===== config.mk =====
export PLATFORM = sky130hd
export DESIGN_NAME = sync_filter
export DESIGN_NICKNAME = d
export VERILOG_FILES = /design/src/rtl/sync_filter.sv
export SDC_FILE = /design/constraint.sdc
export NUM_CORES = 1
export LEC_CHECK = 0
export ABC_CLOCK_PERIOD_IN_PS = 2000
export BUFFER_PORTS_ARGS = -buffer_cell sky130_fd_sc_hd__buf_2
export CAP_MARGIN = 5
export CORE_AREA = 2 2 39 41
export CTS_BUF_LIST = sky130_fd_sc_hd__clkbuf_2
export CTS_CLUSTER_DIAMETER = 30
export DETAILED_ROUTE_END_ITERATION = 6
export DIE_AREA = 0 0 41 43
export HOLD_SLACK_MARGIN = 0.1
export RECOVER_POWER = 50
export SYNTH_ARGS = -nofsm -noshare
export SYNTH_HDL_FRONTEND = slang
export SYNTH_SLANG_ARGS = --single-unit

===== constraint.sdc =====
create_clock -name clk_i -period 2 [get_ports clk_i]
set_clock_uncertainty 0.05 [all_clocks]
set_input_delay 0.4 -clock clk_i [delete_from_list [all_inputs] [get_ports clk_i]]
set_output_delay 0.4 -clock clk_i [all_outputs]
set_load 0.01 [all_outputs]

===== src/rtl/sync_filter.sv =====
// Multi-channel synchroniser with a per-channel stability filter and optional
// rise/fall pulse outputs (compiled in when SYNC_FILTER_EDGE_EN is defined).
module sync_filter #(
    parameter int                    DATA_WIDTH = 1,
    parameter int                    DELAY      = 3,
    parameter int                    FILTER_LEN = 4,
    parameter logic [DATA_WIDTH-1:0] RESET_VAL  = '0
) (
    input  logic                  clk_i,
    input  logic                  rst_i,
    input  logic [DATA_WIDTH-1:0] data_i,
    output logic [DATA_WIDTH-1:0] data_o,
    output logic [DATA_WIDTH-1:0] rise_o,
    output logic [DATA_WIDTH-1:0] fall_o
);

    localparam int            CW       = $clog2(FILTER_LEN + 1);
    localparam logic [CW-1:0] CNT_LAST = CW'(FILTER_LEN - 1);
    localparam logic [CW-1:0] CNT_ONE  = CW'(1);

    logic [DATA_WIDTH-1:0] chain [DELAY];
    logic [CW-1:0]         cnt   [DATA_WIDTH];
    logic [DATA_WIDTH-1:0] sync;
    logic [DATA_WIDTH-1:0] diff;
    logic [DATA_WIDTH-1:0] load;

    assign sync = chain[DELAY-1];
    assign diff = sync ^ data_o;

    // A channel commits once its synchronised level has disagreed with
    // data_o for FILTER_LEN consecutive edges.
    always_comb begin
        load = '0;
        for (int k = 0; k < DATA_WIDTH; k++) begin
            load[k] = diff[k] && (cnt[k] == CNT_LAST);
        end
    end

    always_ff @(posedge clk_i) begin
        if (rst_i) begin
            for (int i = 0; i < DELAY; i++) begin
                chain[i] <= RESET_VAL;
            end
            for (int k = 0; k < DATA_WIDTH; k++) begin
                cnt[k] <= '0;
            end
            data_o <= RESET_VAL;
        end else begin
            chain[0] <= data_i;
            for (int i = 1; i < DELAY; i++) begin
                chain[i] <= chain[i-1];
            end
            for (int k = 0; k < DATA_WIDTH; k++) begin
                if (!diff[k] || load[k]) begin
                    cnt[k] <= '0;
                end else begin
                    cnt[k] <= cnt[k] + CNT_ONE;
                end
            end
            data_o <= (data_o & ~load) | (sync & load);
        end
    end

`ifdef SYNC_FILTER_EDGE_EN
    // Pulses are registered alongside data_o so they line up with its new value.
    always_ff @(posedge clk_i) begin
        if (rst_i) begin
            rise_o <= '0;
            fall_o <= '0;
        end else begin
            rise_o <= load & sync;
            fall_o <= load & ~sync;
        end
    end
`else
    assign rise_o = '0;
    assign fall_o = '0;
`endif

endmodule


==> results.yml <==
run_status:
  status: "complete, no violations"
synthesis:
  synth_xor_area_frac: 0.03017
  ys_seq_elements: 7
  yosysTopAreaCell: "edfxtp_1"
  muxShareOfSynthArea: 0.03448
  yosysTopAreaCellShare: 0.3103
  synth_fa_ha_area_frac: 0.08621
  synth_cell_types: 12
  syn_inst: 23
  syn_area_per_cell_um2: 12.62
  synth-compound-area-share: 0
  ys_warn_count: 0
  synthSimpleGateAreaFrac: 0.1724
  synth-seq-area-share: 0.5862
  synth_top_family_by_area: "simple AND/OR/NAND/NOR gates"
  synthesis.area_um2: 290.3
  synth_area_leaders: "edfxtp_1, dfxtp_1, ha_1"
sta:
  period_minus_slack_ns: 1.338
  rsz0062_at_grt: "no"
  fin_tns_setup_ns: 0
  setup_violations: 0
  min_period_over_period: 0.6689
  finalHoldViolCount: 0
  fmax_ghz: 0.7475
  maxSlewViolCount: 0
  fin_hold_ws_ns: 0.3417
clock_network:
  cts_tree: "yes"
  cts_hold_buf: 0
  clk-insertion-delay-late_ns: 0.22
  root_buffer: "clkbuf_2"
  clockBufferDepth: 2
  cts_setup_buffers: 0
  cts_resized: 0
  cts.sinks: 7
  cts.clk_slew.worst_paths_ns: 0.07
  cts.htree.levels: 1
  numCtsBuffers: 3
global_route:
  overflow: 0
  grt_pass1_wl_um: 600
  grt_max_degree: 8
  grt_pass1_vias: 184
  grt_usage: 0.05268
  antenna_found_initial: 0
layout:
  fillers: 147
  finalNetCount: 37
  mostFrequentLayoutCell: "conb_1"
  regArea_um2: 170.2
  multi_input_area_um2: 112.6
  final_area_um2: 339.1
  utilization: 0.2450
  drive_gt1_frac: 0.1935
  n_antenna_cell: 0
  final_cell_mix: "conb_1, dfxtp_1, clkbuf_2, nor2b_1, edfxtp_1"
  area_delta_synth_final_pct: 16.81
detailed_routing:
  drc: 0
  routed.top_layer: "met3"
  drtAntennaViolNets: 0
  dr_total_vias: 165
  post_drt_wl_per_cell_um: 6.511
  dr_wl_met3_um: 25
  finalWirelength_um: 306
  viasPerCell: 3.511
  drt_first_pass_iters: 1
  met1Wirelength_um: 139
  first_iter_violations: 0
  wl_met2_um: 141
floorplan:
  dieArea_um2: 1763
  start_util: 0.2098
  io_pins: 6
  core_region_area_um2: 1384
  row_count: 14
  die_x_um: 41
  fp.dieH_um: 43
min_path:
  hp-class: "in -> reg"
  worstHoldStart: "data_i"
  hold_end: "chain[0][0]"
  holdPathStages: 2
placement:
  placed_area_um2: 321.6
  io_buffers: 3
  gp_congestion: 0.6737
setup_path:
  start_kind: "register"
  rrSetupSlack_ns: 0.66
  crit_required_ns: 1.99
  cp-end-kind: "register"
  path_max_fanout: 4
  crit_type: "reg -> reg"
  rr_endpoint: "cnt[0][0]"
  reg2regPathDepth: 3
  r2r-start: "cnt[0][0]"
  arrival_ns: 1.33
power_and_ir_drop:
  power_density_nw_per_um2: 792.1
  peakVddDrop_mv: 0.2483
  finalPower_mw: 0.2686
  p_leak_nw: 0.1373
run:
  max_cap_violations: 0
[routing by layer]
metal	vias up	GRT usage
li1	88	-
met1	71	0.05960
met2	6	0.06875
met3	0	0.01571
met4	0	0.06000
met5	-	0
[through the flow]
stage               setup WS, ns  instances
floorplan                 0.7295         26
global placement          0.6332         43
detailed placement        0.6584         43
CTS                       0.6407         47
global route              0.5987         47
finish                    0.6623         47
[logic make-up (layout without fill, tap and decap cells)]
| family | after synthesis | after routing |
|---|---|---|
| xor+xnor | 1 | 1 |
| fa+ha+maj | 2 | 2 |
| buf+inv | 3 | 8 |
| flops | 7 | 7 |
| mux | 1 | 1 |
| other cells | 2 | 5 |
| simple gates | 7 | 7 |
[how the worst max path moves through the flow]
stage	to	start	depth (start not counted)	slack [ns]
floorplan	cnt[0][2]	cnt[0][0]	3	0.73
global placement	cnt[0][0]	cnt[0][0]	3	0.63
detailed placement	cnt[0][1]	cnt[0][0]	3	0.66
CTS	cnt[0][1]	cnt[0][0]	3	0.64
global route	cnt[0][2]	cnt[0][0]	3	0.60
finish	cnt[0][0]	cnt[0][0]	3	0.66
[layout make-up]
class / instances / share of cell area
multi-input combinational: 16 / 0.3321
tap: 16 / 0.05904
inverter: 1 / 0.01107
sequential: 7 / 0.5018
clock buffer: 4 / 0.05904
timing repair buffer: 3 / 0.03690
[synthesized netlist by cell type (all sizes together)]
library cell,n
nor4,2
inv,1
conb,2
mux2i,1
nor2b,3
edfxtp,3
xnor2,1
nor2,1
dfxtp,4
ha,2
buf,2
nor4b,1
[report_power, final]
group          leakage, nW  switching, mW  internal (mW)  total [mW]
Sequential          0.0637        0.00155          0.154       0.155
Combinational       0.0570        0.00767        0.00515      0.0128
Clock               0.0166         0.0473         0.0532       0.101
[worst max-delay path, cell delays in order (launching register included)]
cell and delay [ns]:
edfxtp_1 0.39, ha_1 0.21, ha_1 0.24, nor4_1 0.27
(Power assumes the default switching activity.)
